--- src/rtl/apb_master_bridge_pkg.sv ---
// Shared definitions for the APB master bridge: FSM state encodings,
// default bus widths and the wait-counter width helper.
package apb_master_bridge_pkg;

    localparam int unsigned DEF_DATAWIDTH    = 32;
    localparam int unsigned DEF_ADDRESSWIDTH = 8;

    // Encodings match the ones the downstream apb_slave uses
    typedef enum logic [1:0] {
        ST_IDLE   = 2'd0,
        ST_SETUP  = 2'd1,
        ST_ACCESS = 2'd2
    } apb_state_e;

    // Counter must hold 0..timeout; a zero timeout still needs one bit
    function automatic int unsigned cnt_width(input int unsigned t);
        return (t == 0) ? 1 : $clog2(t + 1);
    endfunction

endpackage

--- src/rtl/apb_wait_timer.sv ---
// Counts ACCESS cycles spent waiting for pready. expired flags the last
// permitted wait cycle; a timeout of 0 disables expiry entirely.
module apb_wait_timer
    import apb_master_bridge_pkg::*;
#(
    parameter int unsigned timeout = 16
) (
    input  logic clk,
    input  logic rst,
    input  logic clear,
    input  logic enable,
    output logic expired
);

    localparam int unsigned CW   = cnt_width(timeout);
    localparam int unsigned LAST = (timeout == 0) ? 0 : timeout - 1;
    localparam logic [CW-1:0] LAST_C = LAST[CW-1:0];

    logic [CW-1:0] count;

    // Wait counter: zeroed outside ACCESS, advances once per ACCESS cycle
    always_ff @(posedge clk or posedge rst) begin
        if (rst) begin
            count <= '0;
        end else if (clear) begin
            count <= '0;
        end else if (enable) begin
            count <= count + CW'(1);
        end
    end

    assign expired = (timeout != 0) && enable && (count == LAST_C);

endmodule

--- src/rtl/apb_master_bridge.sv ---
// Command-to-APB bridge: accepts one read/write command at a time, runs a
// SETUP/ACCESS transfer and returns data plus error on a held response port.
module apb_master_bridge
    import apb_master_bridge_pkg::*;
#(
    parameter int unsigned datawidth    = DEF_DATAWIDTH,
    parameter int unsigned addresswidth = DEF_ADDRESSWIDTH,
    parameter int unsigned timeout      = 16
) (
    input  logic                    clk,
    input  logic                    rst,
    input  logic                    cmd_valid,
    output logic                    cmd_ready,
    input  logic                    cmd_write,
    input  logic [addresswidth-1:0] cmd_addr,
    input  logic [datawidth-1:0]    cmd_wdata,
    output logic                    rsp_valid,
    input  logic                    rsp_ready,
    output logic [datawidth-1:0]    rsp_rdata,
    output logic                    rsp_err,
    output logic                    psel,
    output logic                    penable,
    output logic                    pwrite,
    output logic [addresswidth-1:0] paddr,
    output logic [datawidth-1:0]    pwdata,
    input  logic [datawidth-1:0]    prdata,
    input  logic                    pready,
    input  logic                    pslverr
);

    apb_state_e state;
    logic       timer_expired;

    // Register-only ready: a new command needs an idle bus and an empty response slot
    assign cmd_ready = (state == ST_IDLE) && !rsp_valid;

    apb_wait_timer #(
        .timeout (timeout)
    ) u_wait_timer (
        .clk     (clk),
        .rst     (rst),
        .clear   (state != ST_ACCESS),
        .enable  (state == ST_ACCESS),
        .expired (timer_expired)
    );

    // Transfer FSM with command latch, APB outputs and response register
    always_ff @(posedge clk or posedge rst) begin
        if (rst) begin
            state     <= ST_IDLE;
            psel      <= 1'b0;
            penable   <= 1'b0;
            pwrite    <= 1'b0;
            paddr     <= '0;
            pwdata    <= '0;
            rsp_valid <= 1'b0;
            rsp_err   <= 1'b0;
            rsp_rdata <= '0;
        end else begin
            if (rsp_valid && rsp_ready) begin
                rsp_valid <= 1'b0;
            end
            case (state)
                ST_IDLE: begin
                    if (cmd_valid && cmd_ready) begin
                        pwrite  <= cmd_write;
                        paddr   <= cmd_addr;
                        pwdata  <= cmd_wdata;
                        psel    <= 1'b1;
                        penable <= 1'b0;
                        state   <= ST_SETUP;
                    end
                end
                ST_SETUP: begin
                    penable <= 1'b1;
                    state   <= ST_ACCESS;
                end
                ST_ACCESS: begin
                    // The response slot is empty here: commands only enter when it is
                    if (pready) begin
                        rsp_rdata <= pwrite ? '0 : prdata;
                        rsp_err   <= pslverr;
                        rsp_valid <= 1'b1;
                        psel      <= 1'b0;
                        penable   <= 1'b0;
                        state     <= ST_IDLE;
                    end else if (timer_expired) begin
                        rsp_rdata <= '0;
                        rsp_err   <= 1'b1;
                        rsp_valid <= 1'b1;
                        psel      <= 1'b0;
                        penable   <= 1'b0;
                        state     <= ST_IDLE;
                    end
                end
                default: begin
                    psel    <= 1'b0;
                    penable <= 1'b0;
                    state   <= ST_IDLE;
                end
            endcase
        end
    end

endmodule

--- config.mk ---
export PLATFORM = sky130hd
export DESIGN_NAME = apb_master_bridge
export DESIGN_NICKNAME = d
export VERILOG_FILES = /design/src/rtl/apb_master_bridge_pkg.sv /design/src/rtl/apb_wait_timer.sv /design/src/rtl/apb_master_bridge.sv
export SDC_FILE = /design/constraint.sdc
export NUM_CORES = 1
export LEC_CHECK = 0
export CAP_MARGIN = 20
export CORE_ASPECT_RATIO = 1.5
export CORE_MARGIN = 5
export CORE_UTILIZATION = 41
export CTS_CLUSTER_DIAMETER = 100
export DETAILED_ROUTE_END_ITERATION = 6
export MAX_ROUTING_LAYER = met4
export PLACE_DENSITY = 0.79
export SYNTH_ARGS = -nofsm -noshare
export SYNTH_HDL_FRONTEND = slang
export SYNTH_SLANG_ARGS = --single-unit
--- constraint.sdc ---
create_clock -name clk -period 8.32 [get_ports clk]
set_input_delay 1.664 -clock clk [delete_from_list [all_inputs] [get_ports clk]]
set_output_delay 1.664 -clock clk [all_outputs]
set_load 0.02 [all_outputs]
* Word-level counts from Yosys, hierarchy flattened
Index checks and enable logic that the tools add are counted.
** Word-level totals
- ROM bits :: 0
- Memories kept :: 0
- Logic and storage cells :: 51
- Input bits :: 79
- Output and inout bits :: 78
- Register bits after elaboration :: 84
- Latch bits :: 0
- Memory bits (writable) :: 0
** Cells by class
- Div/mod/pow operators :: 0
- $lt $le $gt $ge :: 0
- $add $sub $neg :: 1
- Bitwise operators :: 1
- Multipliers :: 0
- Muxes and demuxes :: 21
- Equal/unequal tests :: 6
- Shifts and indexed selects :: 0
- Reductions and logical operators :: 12
** Operators by type and width (count)
- 32-bit two-way mux :: 3
- 1-bit two-way mux :: 10
- 5-bit two-way mux :: 2
- 2-bit two-way mux :: 3
- 1-bit one-hot mux with 3 select lines :: 2
- 2-bit one-hot mux with 3 select lines :: 1
- 2-bit AND reduction :: 3
- 5-bit by 1-bit adder with 5-bit output (second input constant) :: 1
- 5-bit by 4-bit == test with 1-bit output (second input constant) :: 1
- 1-bit logical AND :: 4
- 2-bit nonzero test :: 2
- 3-bit != test (second input constant) :: 1
- 3-bit AND reduction :: 1
- 2-bit by 1-bit == test with 1-bit output (second input constant) :: 1
- 2-bit == test (second input constant) :: 1
- 2-bit zero test :: 1
- 2-bit by 1-bit != test with 1-bit output (second input constant) :: 1
- 2-bit != test (second input constant) :: 1
- 1-bit zero test :: 1
- 1-bit inverter :: 1

* Depth between registers and ports, before layout
- Depth in word-level cells :: 5
- Depth in mapped cells :: 8
- Mapped depth without buffers :: 6

* By module
From an unflattened synthesis, not the netlist that was laid out.
** Unflattened totals
- Cells, all modules :: 281
- Area, all modules :: 3440.8 µm²
** Modules (own cells, without submodules)
- apb_master_bridge :: instances 1, area each 3151.8 µm², cells an instance 256
- apb_wait_timer :: instances 1, area each 289.0 µm², cells an instance 25

* Worst setup path after synthesis
No wires, ideal clock.
- Path type :: register to output
- Start point :: reg state[1]
- End point :: out cmd_ready
- Cell stages (with the launch flop) :: 3
- Path buffers :: 1
- Arrival :: 1011 ps
- Setup slack :: 5645 ps
- Required time :: 6656 ps
- Cells stage by stage :: dfrtp_1 > buf_2 > nor3_1
** On the way
- Longest elaborated chain between the ends :: 2
** RTL lines
- start, declared :: line apb_master_bridge.sv:31 : apb_state_e state;
- start signal, assigned :: line apb_master_bridge.sv:50 : state <= ST_IDLE;
- start signal, assigned :: line apb_master_bridge.sv:71 : state <= ST_SETUP;
- start signal, assigned :: line apb_master_bridge.sv:76 : state <= ST_ACCESS;
- 2-bit zero test :: line apb_master_bridge.sv:35 : assign cmd_ready = (state == ST_IDLE) && !rsp_valid;
- 1-bit logical AND :: line apb_master_bridge.sv:35
- end, declared :: line apb_master_bridge.sv:13 : output logic cmd_ready,
No other way between the ends.

* Final worst setup path
Ends and elaborated chain as after synthesis.

==> impl_metrics.yaml <==
final_layout:
  drive_gt1_share_pct: 13.95
  final_nets: 508
  layout_common_cells: "clkdlybuf4s50_1 (156), dfrtp_1 (84), o21ai_0 (65)"
  diodes: 0
  final_common_cell: "clkdlybuf4s50_1"
  final_util_pct: 66.24
  synthToLayoutAreaGrowth_pct: 57.53
cts:
  cts_made_buffers: 9
  tritoncts: "yes"
  clkSinkCount: 84
  root_buffer: "clkbuf_16"
  clk_latency_ps: 320
  cts_max_level: 3
  postCtsSetupBuffers: 0
  cts_buffer_depth: 2
  cts_hold_buf: 0
  path_clk_slew_ps: 60
  ctsResizeCount: 0
grt:
  antenna_found_initial: 0
  first_global_vias: 2651
  grt_start_max_net_pins: 85
  grtUsageTotal_pct: 16.55
  grt_pass1_wl_mm: 13.07
  grt.overflow.total: 0
critical_path:
  critPathMaxStageDelay_ps: 690
  worstPathRequired_ps: 6660
  cp_cell_sequence: "nor3_1 -> clkdlybuf4s50_1"
  crit_slowest_cell: "clkdlybuf4s50_1"
  path_class: "register to output port"
  crit_buf_inv: 1
  cp_top_family: "buffers and inverters"
  cp-end-kind: "output port"
  arrival_ps: 1790
  critPathLaunchType: "register"
  cp_max_fo: 8
placed_design:
  dp_hpwl_mm: 5.946
  portBuffers: 156
  gp_congestion: 0.7511
logic_synthesis:
  seq_area_frac_synth_pct: 62.04
  avgSynthCellArea_um2: 12.32
  ys_types: 30
  synth-warning-count: 0
  synth_nets: 356
  syn_area_um2: 3388
  synth_seq_cells: 84
  synthCells: 275
drt:
  drt-initial-drc-count: 74
  drt_first_pass_iters: 4
  wire_per_inst_um: 15.56
  drt_wl_total_mm: 8.326
  vias: 2582
  ant_nets: 0
  drc: 0
  via_per_inst: 4.826
timing:
  slew_viol_final: 0
  fin_skew_ps: 4.006
  setup-tns-final_ps: 0
  hold_violations: 0
  slew_headroom_pct: 58.04
  min_period_ps: 3459
  tightestPinTransition_ps: 626.6
  setup_viol: 0
  grt_setup_unrepaired: "no"
  fin_crit_sh_pct: 41.57
  fmax_mhz: 289.1
floorplan:
  die_x_um: 84.23
  core_um2: 8058
  initial_core_util_pct: 42.05
  ios: 157
  dieArea_um2: 10220
  die_height_um: 121.3
  row_count: 40
power:
  power_w: 0.002128
  ir_drop_mv: 0.1917
  power_density_nw_per_um2: 398.7
  leakage_nw: 2.227
job:
  maxCapViolations: 0
outcome:
  status: "completed"
worst_hold_path:
  hp-class: "register to register"
[sequential cells by signal, indices dropped and copies added (netlist names)]
name	count
paddr	8
penable	1
psel	1
pwdata	32
pwrite	1
rsp_err	1
rsp_rdata	32
rsp_valid	1
state	2
u_wait_timer.count	5
[cell families after synthesis]
kind of cell / count (synthesis) / synth area share [%]
AO/OA/AOI/OAI: 70 / 10.49
XOR/XNOR: 2 / 0.5171
adder cells (fa/ha/maj): 2 / 0.7384
buffers and inverters: 26 / 4.690
flip-flops: 84 / 62.04
multiplexers: 42 / 14.81
AND/OR/NAND/NOR: 49 / 6.721
[cell usage after synthesis]
library cell,n,area [µm²]
buf_6,7,78.83
or2_0,1,6.260
nand2b_1,1,6.260
buf_2,4,20.02
clkbuf_1,9,33.78
nor3_4,1,16.27
nand3_1,1,5.000
and3_1,1,6.260
buf_4,1,7.510
dfrtp_1,84,2102
nor3b_1,1,7.510
a21oi_1,2,10.01
nand2_1,33,123.9
nand4b_1,1,8.760
mux2_2,27,304.0
o31ai_1,1,7.510
xnor2_1,1,8.760
nor3_1,1,5.000
xor2_1,1,8.760
nor2_1,6,22.52
o21ai_1,1,5.000
nor2b_1,1,6.260
nand2b_4,1,13.76
o21ai_0,65,325.3
a21o_1,1,7.510
mux2_4,8,120.1
mux2i_1,1,10.01
inv_1,5,18.77
ha_1,2,25.02
mux2_1,6,67.56
[where the power goes]
group | internal (W) | total (W) | switching, W
Combinational | 0.000518 | 0.00101 | 0.000495
Sequential | 0.000602 | 0.000711 | 0.000109
Clock | 0.000262 | 0.000404 | 0.000142
[final cells by class]
type                    instances  area [µm²]
flip-flops and latches         84        2102
repair buffers                162        1642
well taps                     105       131.4
fillers                       615        2720
multi-input cells             165        1132
inverters                       5       20.02
clock inverters                 1       30.03
clock buffers                  13       280.3
[per-layer routing]
| metal | part of all wire [%] | GRT usage, % | vias to the layer above | wire length, µm |
|---|---|---|---|---|
| li1 | - | - | 1241 | - |
| met1 | 40 | 20.20 | 1219 | 3343 |
| met2 | 51 | 26.73 | 111 | 4250 |
| met3 | 7.0 | 3.057 | 11 | 580 |
| met4 | 1.8 | 7.445 | 0 | 150 |
| met5 | 0 | - | - | 0 |
[path summary, 6_finish.rpt]
kind | startpoint | to | slack (ps) | cells past startpoint
max | state[1]$_DFFE_PP0P_ | cmd_ready | 4860 | 2
min | u_wait_timer.count[0]$_DFF_PP0_ | u_wait_timer.count[0]$_DFF_PP0_ | 480 | 1
max reg2reg | u_wait_timer.count[0]$_DFF_PP0_ | rsp_rdata[5]$_DFFE_PP0P_ | 6110 | 8
min reg2reg | u_wait_timer.count[0]$_DFF_PP0_ | u_wait_timer.count[0]$_DFF_PP0_ | 480 | 1
max in group asynchronous | rst | paddr[0]$_DFFE_PP0P_ | 6050 | 4
min in group asynchronous | rst | pwdata[21]$_DFFE_PP0P_ | 1680 | 3
[metrics by stage]
step	hold slack (ps)	setup slack [ps]	cell area, µm²	std cells
after floorplan	431.9	4491	3388	275
after global placement	453.3	4631	4970	518
after detailed placement	473.4	4512	4970	518
after CTS	484.0	4849	5280	532
after global routing	502.9	4777	5338	535
final	480.8	4861	5338	535
No activity file was read; power rests on OpenSTA's default activity.
